===== src/rtl/config_pkg.sv =====
// Shared types and constants for the configuration-port arbiter.
package config_pkg;

  typedef enum logic [1:0] {
    IDLE,
    GRANT,
    GAP
  } arb_state_e;

  localparam int DROP_COUNT_WIDTH = 8;

endpackage


===== src/rtl/config_prio_encoder.sv =====
// Fixed-priority encoder: highest set request index wins.
module config_prio_encoder #(
  parameter int NUM_PORTS = 4,
  parameter int IDX_W     = 2
) (
  input  logic [NUM_PORTS-1:0] req,
  output logic [NUM_PORTS-1:0] onehot,
  output logic [IDX_W-1:0]     idx,
  output logic                 any
);

  // Scan upward so the last (highest) active request overwrites lower ones.
  always_comb begin
    onehot = '0;
    idx    = '0;
    any    = |req;
    for (int i = 0; i < NUM_PORTS; i++) begin
      if (req[i]) begin
        onehot    = '0;
        onehot[i] = 1'b1;
        idx       = IDX_W'(i);
      end
    end
  end

endmodule


===== src/rtl/config_port_arbiter.sv =====
// N-source arbiter for the fabric configuration write path. One owner at a
// time, locked until it releases, times out or (optionally) is preempted;
// a dead gap separates owners. Outputs are registered, 1-cycle latency.
module config_port_arbiter
  import config_pkg::*;
#(
  parameter int NUM_PORTS    = 4,
  parameter int DATA_WIDTH   = 32,
  parameter int IDLE_TIMEOUT = 1024,
  parameter int SWITCH_GAP   = 2,
  parameter int PREEMPT      = 0
) (
  input  logic                            CLK,
  input  logic                            reset,
  input  logic [NUM_PORTS-1:0]            port_active,
  input  logic [NUM_PORTS*DATA_WIDTH-1:0] port_data,
  input  logic [NUM_PORTS-1:0]            port_strobe,
  output logic [DATA_WIDTH-1:0]           ConfigWriteData,
  output logic                            ConfigWriteStrobe,
  output logic                            FSM_Reset,
  output logic [NUM_PORTS-1:0]            grant,
  output logic                            busy,
  output logic [DROP_COUNT_WIDTH-1:0]     drop_count
);

  localparam int IW = (NUM_PORTS > 1) ? $clog2(NUM_PORTS) : 1;
  localparam int TW = (IDLE_TIMEOUT > 0) ? $clog2(IDLE_TIMEOUT + 1) : 1;
  localparam int GW = $clog2(SWITCH_GAP + 1);
  // Revoke on the idle cycle that would bring the counter to IDLE_TIMEOUT,
  // so an owner holds grant for exactly IDLE_TIMEOUT strobe-less cycles.
  localparam logic [TW-1:0] TMO_LAST = TW'((IDLE_TIMEOUT > 0) ? IDLE_TIMEOUT - 1 : 0);
  localparam logic [GW-1:0] GAP_LAST = GW'(SWITCH_GAP - 1);
  localparam logic [DROP_COUNT_WIDTH-1:0] DROP_MAX = '1;

  arb_state_e                  state_q, state_d;
  logic [IW-1:0]               owner_q, owner_d;
  logic [NUM_PORTS-1:0]        grant_q, grant_d;
  logic [TW-1:0]               tmo_q, tmo_d;
  logic [GW-1:0]               gap_q, gap_d;
  logic [DATA_WIDTH-1:0]       wdata_q, wdata_d;
  logic                        wstb_q, wstb_d;
  logic                        fsm_rst_q, fsm_rst_d;
  logic [DROP_COUNT_WIDTH-1:0] drop_q, drop_d;

  logic [NUM_PORTS-1:0] enc_onehot;
  logic [IW-1:0]        enc_idx;
  logic                 enc_any;

  config_prio_encoder #(
    .NUM_PORTS (NUM_PORTS),
    .IDX_W     (IW)
  ) u_prio (
    .req    (port_active),
    .onehot (enc_onehot),
    .idx    (enc_idx),
    .any    (enc_any)
  );

  // Next-state, counters and data capture; fwd marks the one source whose
  // strobe is forwarded this cycle, everything else counts as a drop.
  always_comb begin
    logic [NUM_PORTS-1:0] fwd;
    logic [IW-1:0]        sel;
    logic                 capture;
    logic                 owner_stb;
    logic                 tmo_hit;
    logic                 preempt_hit;
    state_d     = state_q;
    owner_d     = owner_q;
    grant_d     = grant_q;
    tmo_d       = tmo_q;
    gap_d       = gap_q;
    wdata_d     = wdata_q;
    wstb_d      = 1'b0;
    fsm_rst_d   = 1'b0;
    drop_d      = drop_q;
    fwd         = '0;
    sel         = owner_q;
    capture     = 1'b0;
    owner_stb   = port_strobe[owner_q];
    tmo_hit     = 1'b0;
    preempt_hit = 1'b0;
    case (state_q)
      IDLE: begin
        if (enc_any) begin
          state_d   = GRANT;
          owner_d   = enc_idx;
          grant_d   = enc_onehot;
          fsm_rst_d = 1'b1;
          tmo_d     = '0;
          fwd       = enc_onehot;
          sel       = enc_idx;
          capture   = 1'b1;
        end
      end
      GRANT: begin
        fwd     = grant_q;
        capture = 1'b1;
        if (owner_stb)              tmo_d = '0;
        else if (IDLE_TIMEOUT > 0)  tmo_d = tmo_q + TW'(1);
        tmo_hit     = (IDLE_TIMEOUT > 0) && !owner_stb && (tmo_q == TMO_LAST);
        preempt_hit = (PREEMPT != 0) && enc_any && (enc_idx > owner_q);
        if (!port_active[owner_q] || tmo_hit || preempt_hit) begin
          state_d = GAP;
          grant_d = '0;
          gap_d   = '0;
        end
      end
      GAP: begin
        if (gap_q == GAP_LAST) begin
          state_d = IDLE;
          gap_d   = '0;
        end else begin
          gap_d = gap_q + GW'(1);
        end
      end
      default: state_d = IDLE;
    endcase
    if (capture) begin
      wstb_d = port_strobe[sel];
      if (wstb_d) wdata_d = port_data[sel*DATA_WIDTH +: DATA_WIDTH];
    end
    if (|(port_strobe & ~fwd) && (drop_q != DROP_MAX)) drop_d = drop_q + 1'b1;
  end

  // State and output registers; reset drops any current owner at once.
  always_ff @(posedge CLK) begin
    if (reset) begin
      state_q   <= IDLE;
      owner_q   <= '0;
      grant_q   <= '0;
      tmo_q     <= '0;
      gap_q     <= '0;
      wdata_q   <= '0;
      wstb_q    <= 1'b0;
      fsm_rst_q <= 1'b0;
      drop_q    <= '0;
    end else begin
      state_q   <= state_d;
      owner_q   <= owner_d;
      grant_q   <= grant_d;
      tmo_q     <= tmo_d;
      gap_q     <= gap_d;
      wdata_q   <= wdata_d;
      wstb_q    <= wstb_d;
      fsm_rst_q <= fsm_rst_d;
      drop_q    <= drop_d;
    end
  end

  assign ConfigWriteData   = wdata_q;
  assign ConfigWriteStrobe = wstb_q;
  assign FSM_Reset         = fsm_rst_q;
  assign grant             = grant_q;
  assign busy              = |grant_q;
  assign drop_count        = drop_q;

endmodule


===== config.mk =====
export PLATFORM = sky130hd
export DESIGN_NAME = config_port_arbiter
export DESIGN_NICKNAME = d
export VERILOG_FILES = /design/src/rtl/config_pkg.sv /design/src/rtl/config_prio_encoder.sv /design/src/rtl/config_port_arbiter.sv
export SDC_FILE = /design/constraint.sdc
export NUM_CORES = 1
export LEC_CHECK = 0
export CAP_MARGIN = 30
export CORE_ASPECT_RATIO = 0.5
export CORE_MARGIN = 5
export CORE_UTILIZATION = 36
export DETAILED_ROUTE_END_ITERATION = 10
export MAX_ROUTING_LAYER = met4
export PLACE_DENSITY = 0.77
export SYNTH_ARGS = -nofsm -noshare
export SYNTH_HDL_FRONTEND = slang
export SYNTH_SLANG_ARGS = --single-unit

===== constraint.sdc =====
create_clock -name CLK -period 2.1 [get_ports CLK]
set_input_delay 0.42 -clock CLK [delete_from_list [all_inputs] [get_ports CLK]]
set_output_delay 0.42 -clock CLK [all_outputs]
set_load 0.02 [all_outputs]

==> results of run 1 <==
-- logic make-up after synthesis --
group	Yosys count	synth area share
adder cells (fa/ha/maj)	2	0.00693
AND/OR/NAND/NOR	285	0.366
AO/OA/AOI/OAI	85	0.191
flip-flops	63	0.349
multiplexers	4	0.0180
buffers and inverters	46	0.0644
XOR/XNOR	2	0.00485
-- sequential cells by signal, summed over array words and instances, names as in the netlist --
signal	flops
state_q	2
tmo_q	11
gap_q	2
FSM_Reset	1
ConfigWriteData	32
ConfigWriteStrobe	1
grant	4
drop_count	8
owner_q	2
-- through the flow --
| stage | hold slack (ns) | total power [mW] | setup WS, ns |
|---|---|---|---|
| 6_report | 0.436 | 5.56 | -0.0985 |
| 5_1_grt | 0.483 | 5.87 | -0.136 |
| 4_1_cts | 0.442 | 5.60 | -0.0201 |
| 3_5_place_dp | 0.435 | 3.89 | -0.461 |
| 3_3_place_gp | 0.415 | 3.85 | -0.424 |
| 2_1_floorplan | 0.409 | 2.82 | 0.0288 |
-- power groups by stage --
stage / combinational (mW) / sequential, mW / clock, mW
CTS: 2.49 / 1.55 / 1.56
global placement: 2.29 / 1.56 / 0
detailed placement: 2.32 / 1.57 / 0
finish: 2.47 / 1.55 / 1.54
global route: 2.66 / 1.57 / 1.63
floorplan: 1.03 / 1.79 / 0
-- layer usage --
layer  part of all wire  vias up  routed length, µm
met2               0.52      126               7220
met3              0.042       34                594
met1               0.41     2110               5770
met5                  0        -                  0
li1                   -     2168                  -
met4              0.031        0                433
-- what timing repair did --
| action | in CTS | in global routing |
|---|---|---|
| gates resized for setup | 19 | 12 |
| gates cloned | 2 | 0 |
| pin swaps | 10 | 13 |
| buffers inserted | 10 | 2 |
| hold buffers | 0 | 0 |
| setup endpoints to repair | 33 | 38 |
-- cell type report --
| cell class | count | area [µm²] | area share |
|---|---|---|---|
| multi-input combinational | 378 | 2200 | 0.351 |
| inverter | 7 | 26.3 | 0.00420 |
| timing repair buffer | 233 | 2290 | 0.365 |
| sequential | 63 | 1270 | 0.203 |
| clock buffer | 13 | 270 | 0.0432 |
| clock inverter | 3 | 40.0 | 0.00640 |
| tap | 135 | 169 | 0.0270 |
-- cell usage in the layout, fill, tap and decap left out, types with 3 or more instances in the layout --
| cell | instances |
|---|---|
| a21oi_1 | 15 |
| a32o_1 | 35 |
| and2_1 | 4 |
| and3_1 | 3 |
| buf_12 | 3 |
| buf_4 | 38 |
| buf_6 | 7 |
| clkbuf_16 | 9 |
| clkbuf_8 | 3 |
| clkdlybuf4s50_1 | 179 |
| dfxtp_1 | 61 |
| dlygate4sd2_1 | 5 |
| inv_1 | 7 |
| nand2_1 | 144 |
| nand2b_1 | 3 |
| nand3_1 | 39 |
| nand4_1 | 35 |
| nor2_1 | 29 |
| nor3_1 | 3 |
| nor4_1 | 3 |
| o21ai_0 | 11 |
| or3_1 | 7 |
-- worst max path at each step --
stage                         from                  end
floorplan           port_active[2]  ConfigWriteData[10]
global placement    port_active[1]  ConfigWriteData[24]
detailed placement  port_active[1]  ConfigWriteData[21]
CTS                     state_q[1]  ConfigWriteData[10]
global route            state_q[0]  ConfigWriteData[28]
finish                  state_q[0]   ConfigWriteData[0]
-- critical path, delay by kind of cell (launching register included) --
family                 cells  cell delay [ns]
AO/OA/AOI/OAI              5             0.93
buffers and inverters      3             0.39
flip-flops                 1             0.37
AND/OR/NAND/NOR            1             0.40
==> flow_summary_export.csv, run 1 <==
group,metric,value,unit
run_status,violations,"negative setup slack",
logic_synthesis,netlist_top_cells_count,"nand2_1 (144), dfxtp_1 (63), nand3_1 (39)",
worst_hold_path,hold_end,"gap_q[1]",
worst_setup_path,worst-setup-path-type,"flop to flop",
route,wirelength,14000,µm
sta,fin_crit,2.20,ns
place,place.detailed.hpwl,10100,µm
sta,slew_violations,0,
worst_setup_path,crit_chain,"or3b_4 > a21oi_2 > buf_4 > a211o_4 > a311oi_4 > o31a_4 > buf_12 > buf_16 > a32o_1",
die,rows,25,
final_layout,layout-drive-gt1-share,0.122,
grt,grt_pass1_wl,22000,µm
clock_network,clock_latency,0.33,ns
grt,gr-usage-met1,0.272,
clock_network,h-tree-depth,3,
pwr,p_int,3.63,mW
logic_synthesis,syn_inst,487,
place,dpl_cell_area,5790,µm²
logic_synthesis,synth_edf_count,0,
final_layout,antenna_cells,0,
worst_setup_path,end_kind,"flop",
die,die_area,12300,µm²
route,route.detailed.drc,0,
clock_network,clk_pin_slew_worst_paths,0.05,ns
clock_network,cts_tree,"yes",
route,drt_iter0_markers,279,
pwr,p_sw,1.93,mW
pwr,ir_worst_vdd,0.000485,V
route,detail_route.wl_per_cell,16.9,µm
die,core_area,9600,µm²
sta,worstMarginPinSlew,0.488,ns
sta,slew_headroom,0.673,
logic_synthesis,avgSynthCellArea,7.42,µm²
pwr,cellLeakagePower,2.46,nW
place,io_buffers,184,
final_layout,fillers,831,
die,die_x,152,µm
die,initial_core_util,0.376,
pwr,p_sw_frac,0.347,
place,placed_cells,808,
place,place_congestion,0.926,
route,vias,4438,
grt,globalRouteMet3Util,0.0401,
grt,grt_antenna_before_repair,0,
final_layout,final_cell_area,6260,µm²
route,drt-vias-per-instance,5.33,
sta,fin_skew,0.00328,ns
worst_setup_path,crit_slowest_cell,"o31a_4",
sta,tns,-0.397,ns
pwr,clkPwrFrac,0.277,
logic_synthesis,synth_cell_types,50,
worst_setup_path,startpoint_type,"flop",
logic_synthesis,syn_area,3610,µm²
worst_setup_path,arrival,2.42,ns
worst_setup_path,max_stage_delay,0.42,ns
route,ant_nets,0,
grt,grt_max_degree,35,
logic_synthesis,synthFlopType,"dfxtp_1",
logic_synthesis,yosys_warnings,0,
logic_synthesis,yosysSeqAreaShare,0.349,
pwr,p_comb_frac,0.444,
logic_synthesis,netlist_top_cells_area,"dfxtp_1 (35%), nand2_1 (15%), a32o_1 (9.7%), nand4_1 (6.1%), nand3_1 (5.4%)",
final_layout,final_core_util,0.652,
worst_setup_path,worstPathMaxFanout,6,
sta,setup_viol,7,
grt,grt_pass1_vias,4355,
sta,setup_slack,-0.0985,ns
logic_synthesis,synth_top_area_share,0.349,
sta,max_freq,455,MHz
final_layout,layout-area-overhead-vs-synth,73.3,%
sta,rsz0062_at_grt,"true",
worst_setup_path,critical_path_required,2.32,ns
run,maxCapViolations,0,
grt,gr-usage-met2,0.406,
worst_hold_path,worstHoldPathType,"flop to flop",
logic_synthesis,synth_async_sr_flop_share,0,
sta,min_period_over_period,1.05,
clock_network,clockBufferDepth,2,
logic_synthesis,ys_seq_elements,63,
logic_synthesis,synth.most_common_cell,"nand2_1",
grt,track_usage,0.235,
clock_network,cts_root_buffer,"clkbuf_16",
clock_network,numCtsBuffers,9,
sta,hold_viol,0,
worst_hold_path,hp-start,"gap_q[1]",
logic_synthesis,syn_nets,627,
worst_setup_path,rr_startpoint,"state_q[0]",
pwr,power_density,888,nW/µm²
worst_setup_path,r2r_setup_slack,-0.1,ns
final_layout,final_cells,832,
pwr,seqPwrFrac,0.279,
final_layout,nets,832,
grt,gr-total-overflow,0,
worst_setup_path,regToRegEndpoint,"ConfigWriteData[0]",
worst_setup_path,rr_worst_depth,9,
logic_synthesis,synth_top_area_cell,"dfxtp_1",
route,firstDrtPassIters,4,
worst_hold_path,hold_path_depth,2,
die,die_y,80.8,µm
clock_network,cts_sinks,63,
grt,grt.busiest_layer,"met2",
die,io_pins,185,
run_status,status,"complete, but fails checks",
No activity file was read; power rests on OpenSTA's default activity.
==> run 2, diff against run 1 <==
--- a/config.mk
+++ b/config.mk
@@ -11,7 +11,7 @@
 export CORE_UTILIZATION = 36
 export DETAILED_ROUTE_END_ITERATION = 10
 export MAX_ROUTING_LAYER = met4
-export PLACE_DENSITY = 0.77
+export PLACE_DENSITY = 0.84
 export SYNTH_ARGS = -nofsm -noshare
 export SYNTH_HDL_FRONTEND = slang
 export SYNTH_SLANG_ARGS = --single-unit
==> run 2 against run 1 <==
  * The flow still finishes with violations (negative setup slack)
  * Power decreased by 1.1%
  * Combinational power increased by 4%
  * Global-route usage decreased by 0.93 points
  * First-iteration DRC count increased by 47%
  * Hold slack improved by 0.0038 ns
  * Via count increased by 4.7%
  * Maximum frequency decreased by 1.2%
  * Setup slack got worse by 0.028 ns
  * Sequential share of layout area decreased by 0.33 points
  * Critical path type unchanged
==> flow_summary_export.csv, run 2 (synthesized netlist as in run 1, its figures left out) <==
group,metric,value,unit
sta,setup_slack,-0.126,ns
route,drt_iter0_markers,409,
clock_network,clk_pin_slew_worst_paths,0.06,ns
pwr,power_density,867,nW/µm²
grt,grt_antenna_before_repair,0,
worst_setup_path,worst-setup-path-type,"flop to flop",
route,firstDrtPassIters,5,
grt,track_usage,0.226,
final_layout,multi_input_comb_area,2210,µm²
run_status,status,"complete, but fails checks",
final_layout,nets,838,
clock_network,cts_root_buffer,"clkbuf_16",
worst_setup_path,end_kind,"flop",
clock_network,clock_latency,0.33,ns
clock_network,ctsHoldBuffers,0,
final_layout,fillers,772,
clock_network,h-tree-depth,3,
sta,rsz0062_at_grt,"true",
place,place.detailed.hpwl,10100,µm
pwr,cellLeakagePower,2.49,nW
pwr,finalPower,5.49,mW
pwr,ir_worst_vdd,0.000527,V
grt,grt_pass1_vias,4277,
final_layout,layout-drive-gt1-share,0.134,
route,route.detailed.drc,0,
final_layout,final_core_util,0.660,
clock_network,cts_sinks,63,
grt,grt_pass1_wl,21400,µm
worst_setup_path,arrival,2.44,ns
clock_network,numCtsBuffers,9,
grt,gr-total-overflow,0,
sta,min_period_over_period,1.06,
final_layout,register_area,1260,µm²
final_layout,layout-area-overhead-vs-synth,75.4,%
sta,setup_viol,32,
die,die_area,12300,µm²
worst_setup_path,worstPathMaxFanout,5,
route,drt-vias-per-instance,5.54,
die,io_pins,185,
die,initial_core_util,0.376,
worst_setup_path,startpoint_type,"flop",
sta,hold_slack,0.440,ns
worst_hold_path,worstHoldPathType,"flop to flop",
final_layout,largest_reg_flops,32,
die,die_x,152,µm
final_layout,final_cell_mix,"clkdlybuf4s50_1 (179), nand2_1 (144), dfxtp_1 (61)",
route,wirelength,14900,µm
clock_network,cts_tree,"yes",
place,place_congestion,0.895,
final_layout,final_common_cell,"clkdlybuf4s50_1",
sta,slew_violations,0,
sta,hold_viol,0,
worst_setup_path,critical_path_required,2.31,ns
die,die_y,80.8,µm
clock_network,clockBufferDepth,2,
run,maxCapViolations,0,
sta,max_freq,449,MHz
route,vias,4646,
route,detail_route.wl_per_cell,17.7,µm
final_layout,antenna_cells,0,
sta,fin_crit,2.23,ns
die,core_area,9600,µm²
sta,tns,-2.98,ns
sta,slew_headroom,0.709,
grt,grt_max_degree,42,
sta,fin_skew,0.00928,ns
route,ant_nets,0,
run_status,violations,"negative setup slack",
place,io_buffers,184,
sta,worstMarginPinSlew,0.435,ns
die,rows,25,
## run 2: final cells by class
| cell class | instances | area share |
|---|---|---|
| clock buffer | 9 | 0.0355 |
| sequential | 63 | 0.199 |
| tap | 135 | 0.0267 |
| inverter | 7 | 0.00415 |
| timing repair buffer | 239 | 0.378 |
| clock inverter | 7 | 0.00790 |
| multi-input combinational | 378 | 0.349 |
## run 2: where the power goes
part,internal (mW),switching [mW],leakage (nW)
logic,1.27,1.32,1.84
registers,1.41,0.136,0.517
clock network,0.796,0.564,0.127
total,3.48,2.02,2.49
## run 2: stage by stage
stage	setup slack [ns]	instance area, µm²	cells
final	-0.126	6340	838
after global routing	-0.178	6340	838
after CTS	-0.0497	6200	832
after detailed placement	-0.466	5820	811
after global placement	-0.400	5820	811
after floorplan	0.0288	3610	487
## run 2: worst max-delay path, cell delays in order (launching register included)
cell	delay [ns]
dfxtp_2	0.34
or2_4	0.27
and2_4	0.17
buf_6	0.11
a211oi_4	0.28
a211oi_2	0.09
o31a_4	0.45
clkbuf_16	0.19
a32o_1	0.21
## run 2: final timing paths
check | startpoint | endpoint | slack, ns | cells after the start
setup / recovery | state_q[0] | ConfigWriteData[30] | -0.13 | 8
hold reg to reg | gap_q[1] | gap_q[1] | 0.44 | 2
setup reg to reg | state_q[0] | ConfigWriteData[30] | -0.13 | 8
hold / removal | gap_q[1] | gap_q[1] | 0.44 | 2
## run 2: timing repair
item | in CTS | in global routing
cloned | 1 | 2
buffers inserted | 4 | 4
resized for setup | 16 | 13
setup endpoints to repair | 34 | 43
pin swaps | 8 | 4
## run 2: layer usage
layer  up-vias  share of wire  GRT usage
met5         -              0          -
met4         0          0.035     0.0681
met3        58          0.058     0.0513
met2       213           0.51      0.396
met1      2196           0.40      0.261
li1       2179              -          -
==> run 3, diff against run 2 <==
--- a/config.mk
+++ b/config.mk
@@ -8,10 +8,10 @@
 export CAP_MARGIN = 30
 export CORE_ASPECT_RATIO = 0.5
 export CORE_MARGIN = 5
-export CORE_UTILIZATION = 36
+export CORE_UTILIZATION = 40
 export DETAILED_ROUTE_END_ITERATION = 10
 export MAX_ROUTING_LAYER = met4
-export PLACE_DENSITY = 0.84
+export PLACE_DENSITY = 0.88
 export SYNTH_ARGS = -nofsm -noshare
 export SYNTH_HDL_FRONTEND = slang
 export SYNTH_SLANG_ARGS = --single-unit
==> constraint.sdc (replaced) <==
create_clock -name CLK -period 2.17 [get_ports CLK]
set_input_delay 0.434 -clock CLK [delete_from_list [all_inputs] [get_ports CLK]]
set_output_delay 0.434 -clock CLK [all_outputs]
set_load 0.02 [all_outputs]
==> run 3 against run 2 <==
  * The flow still finishes with violations (negative setup slack)
  * Design area is 0.57% higher
  * Clock power up 6%
  * Non-clock buffer count increased by 2
  * Largest cell class unchanged
  * Highest routed layer unchanged
  * Global-route usage up 1.8 points
  * Sequential share of layout area decreased by 0.11 points
==> flow_summary_export.csv, run 3 (synthesized netlist as in run 1, its figures left out) <==
group,metric,value,unit
pwr,power_density,853,nW/µm²
grt,track_usage,0.244,
worst_setup_path,arrival,2.49,ns
clock_network,numCtsBuffers,9,
sta,worstMarginPinSlew,0.484,ns
final_layout,fillers,650,
clock_network,cts_tree,"yes",
final_layout,final_cells,822,
sta,setup_slack,-0.0914,ns
route,firstDrtPassIters,6,
final_layout,multi_input_comb_area,2220,µm²
run_status,violations,"negative setup slack",
clock_network,cts_sinks,63,
place,place_congestion,0.885,
worst_setup_path,rr_worst_depth,11,
clock_network,ctsHoldBuffers,0,
final_layout,nets,840,
sta,max_freq,442,MHz
sta,rsz0062_at_grt,"true",
route,drt_iter0_markers,343,
worst_hold_path,worstHoldPathType,"flop to flop",
worst_setup_path,crit_path_frequent_cell,"buf_6",
grt,grt_pass1_vias,4258,
die,initial_core_util,0.412,
final_layout,final_common_cell,"clkdlybuf4s50_1",
clock_network,clock_latency,0.34,ns
route,route.detailed.drc,0,
worst_setup_path,end_kind,"flop",
clock_network,clk_pin_slew_worst_paths,0.06,ns
worst_setup_path,cp.buffers_inverters,5,
route,drt-vias-per-instance,5.68,
route,ant_nets,0,
grt,grt_antenna_before_repair,0,
die,die_area,11100,µm²
pwr,cellLeakagePower,2.53,nW
sta,setup_viol,32,
worst_setup_path,crit_slowest_cell,"or3b_4",
final_layout,largest_reg_flops,32,
place,place_ws,-0.386,ns
sta,hold_slack,0.435,ns
grt,gr-total-overflow,0,
place,place.detailed.hpwl,9980,µm
die,rows,24,
final_layout,layout-area-overhead-vs-synth,76.4,%
run,maxCapViolations,0,
sta,tns,-2.05,ns
die,die_y,77.2,µm
sta,fin_crit,2.26,ns
pwr,ir_worst_vdd,0.000509,V
final_layout,register_area,1260,µm²
sta,fin_skew,0.00682,ns
worst_setup_path,critical_path_required,2.40,ns
final_layout,final_cell_mix,"clkdlybuf4s50_1 (181), nand2_1 (144), dfxtp_1 (61)",
worst_setup_path,crit_chain,"buf_6 > or3b_4 > a21oi_4 > buf_6 > a211oi_4 > a211oi_2 > buf_4 > nor4_4 > buf_6 > clkbuf_16 > a32o_1",
final_layout,antenna_cells,0,
route,wirelength,14600,µm
place,io_buffers,184,
die,die_x,144,µm
route,detail_route.wl_per_cell,17.7,µm
final_layout,layout-drive-gt1-share,0.138,
worst_setup_path,regToRegEndpoint,"ConfigWriteData[11]",
grt,grt_max_degree,51,
run_status,status,"complete, but fails checks",
sta,hold_viol,0,
worst_setup_path,r2r_setup_slack,-0.09,ns
sta,slew_headroom,0.676,
place,placed_cells,793,
worst_setup_path,critical_path_cell_count,11,
clock_network,clockBufferDepth,2,
clock_network,cts_root_buffer,"clkbuf_16",
worst_setup_path,worstPathMaxFanout,10,
worst_setup_path,rr_startpoint,"state_q[0]",
sta,min_period_over_period,1.04,
clock_network,h-tree-depth,3,
route,vias,4673,
die,core_area,8770,µm²
worst_hold_path,hold_end,"gap_q[1]",
worst_hold_path,hold_path_depth,2,
worst_setup_path,cp_top_family,"buffers and inverters",
sta,slew_violations,0,
pwr,finalPower,5.43,mW
worst_setup_path,startpoint_type,"flop",
worst_hold_path,hp-start,"gap_q[1]",
worst_setup_path,worst-setup-path-type,"flop to flop",
die,io_pins,185,
grt,grt_pass1_wl,21600,µm
worst_setup_path,max_stage_delay,0.41,ns
## run 3: final cells by class
type,count,area share
inverters,7,0.00412
clock inverters,7,0.0116
multi-input cells,378,0.349
repair buffers,241,0.379
flip-flops and latches,63,0.198
clock buffers,9,0.0353
well taps,117,0.0230
## run 3: worst reg2reg max path: stages (launching register included)
cell and delay, ns:
dfxtp_2 0.33, buf_6 0.12, or3b_4 0.41, a21oi_4 0.18, buf_6 0.12, a211oi_4 0.04, a211oi_2 0.23, buf_4 0.16
nor4_4 0.04, buf_6 0.16, clkbuf_16 0.17, a32o_1 0.21
## run 3: how the worst max path moves through the flow
stage / to / from
after global routing: ConfigWriteData[15] / state_q[1]
after global placement: ConfigWriteData[13] / port_active[1]
after CTS: ConfigWriteData[15] / port_active[1]
final: ConfigWriteData[11] / state_q[0]
after detailed placement: ConfigWriteData[5] / port_active[1]
after floorplan: ConfigWriteData[10] / port_active[2]
## run 3: stage by stage
stage / utilization / area, µm²
5_1_grt: 0.727 / 6370
3_3_place_gp: 0.660 / 5790
3_5_place_dp: 0.660 / 5790
4_1_cts: 0.694 / 6090
6_report: 0.727 / 6370
2_1_floorplan: - / 3610
## run 3: power by group
part / total (mW) / internal, mW / switching [mW] / leakage [nW]
Combinational: 2.50 / 1.24 / 1.26 / 1.88
Sequential: 1.49 / 1.37 / 0.128 / 0.517
Clock: 1.44 / 0.887 / 0.551 / 0.134
Total: 5.43 / 3.49 / 1.94 / 2.53
## run 3: what timing repair did
action                                  CTS  global route
buffers inserted                          0             9
endpoints found under the setup margin   33            44
gates cloned                              0             4
pin swaps                                 2             7
hold endpoints to repair                  0             0
resized for setup                         2            26
## run 3: layer usage
layer  wire (µm)  vias to the layer above  track usage  part of all wire
met1        5860                     2303        0.290              0.40
met4         294                        0       0.0633             0.020
met2        7650                      154        0.420              0.53
li1            -                     2192            -                 -
met5           0                        -            -                 0
met3         765                       24       0.0528             0.053
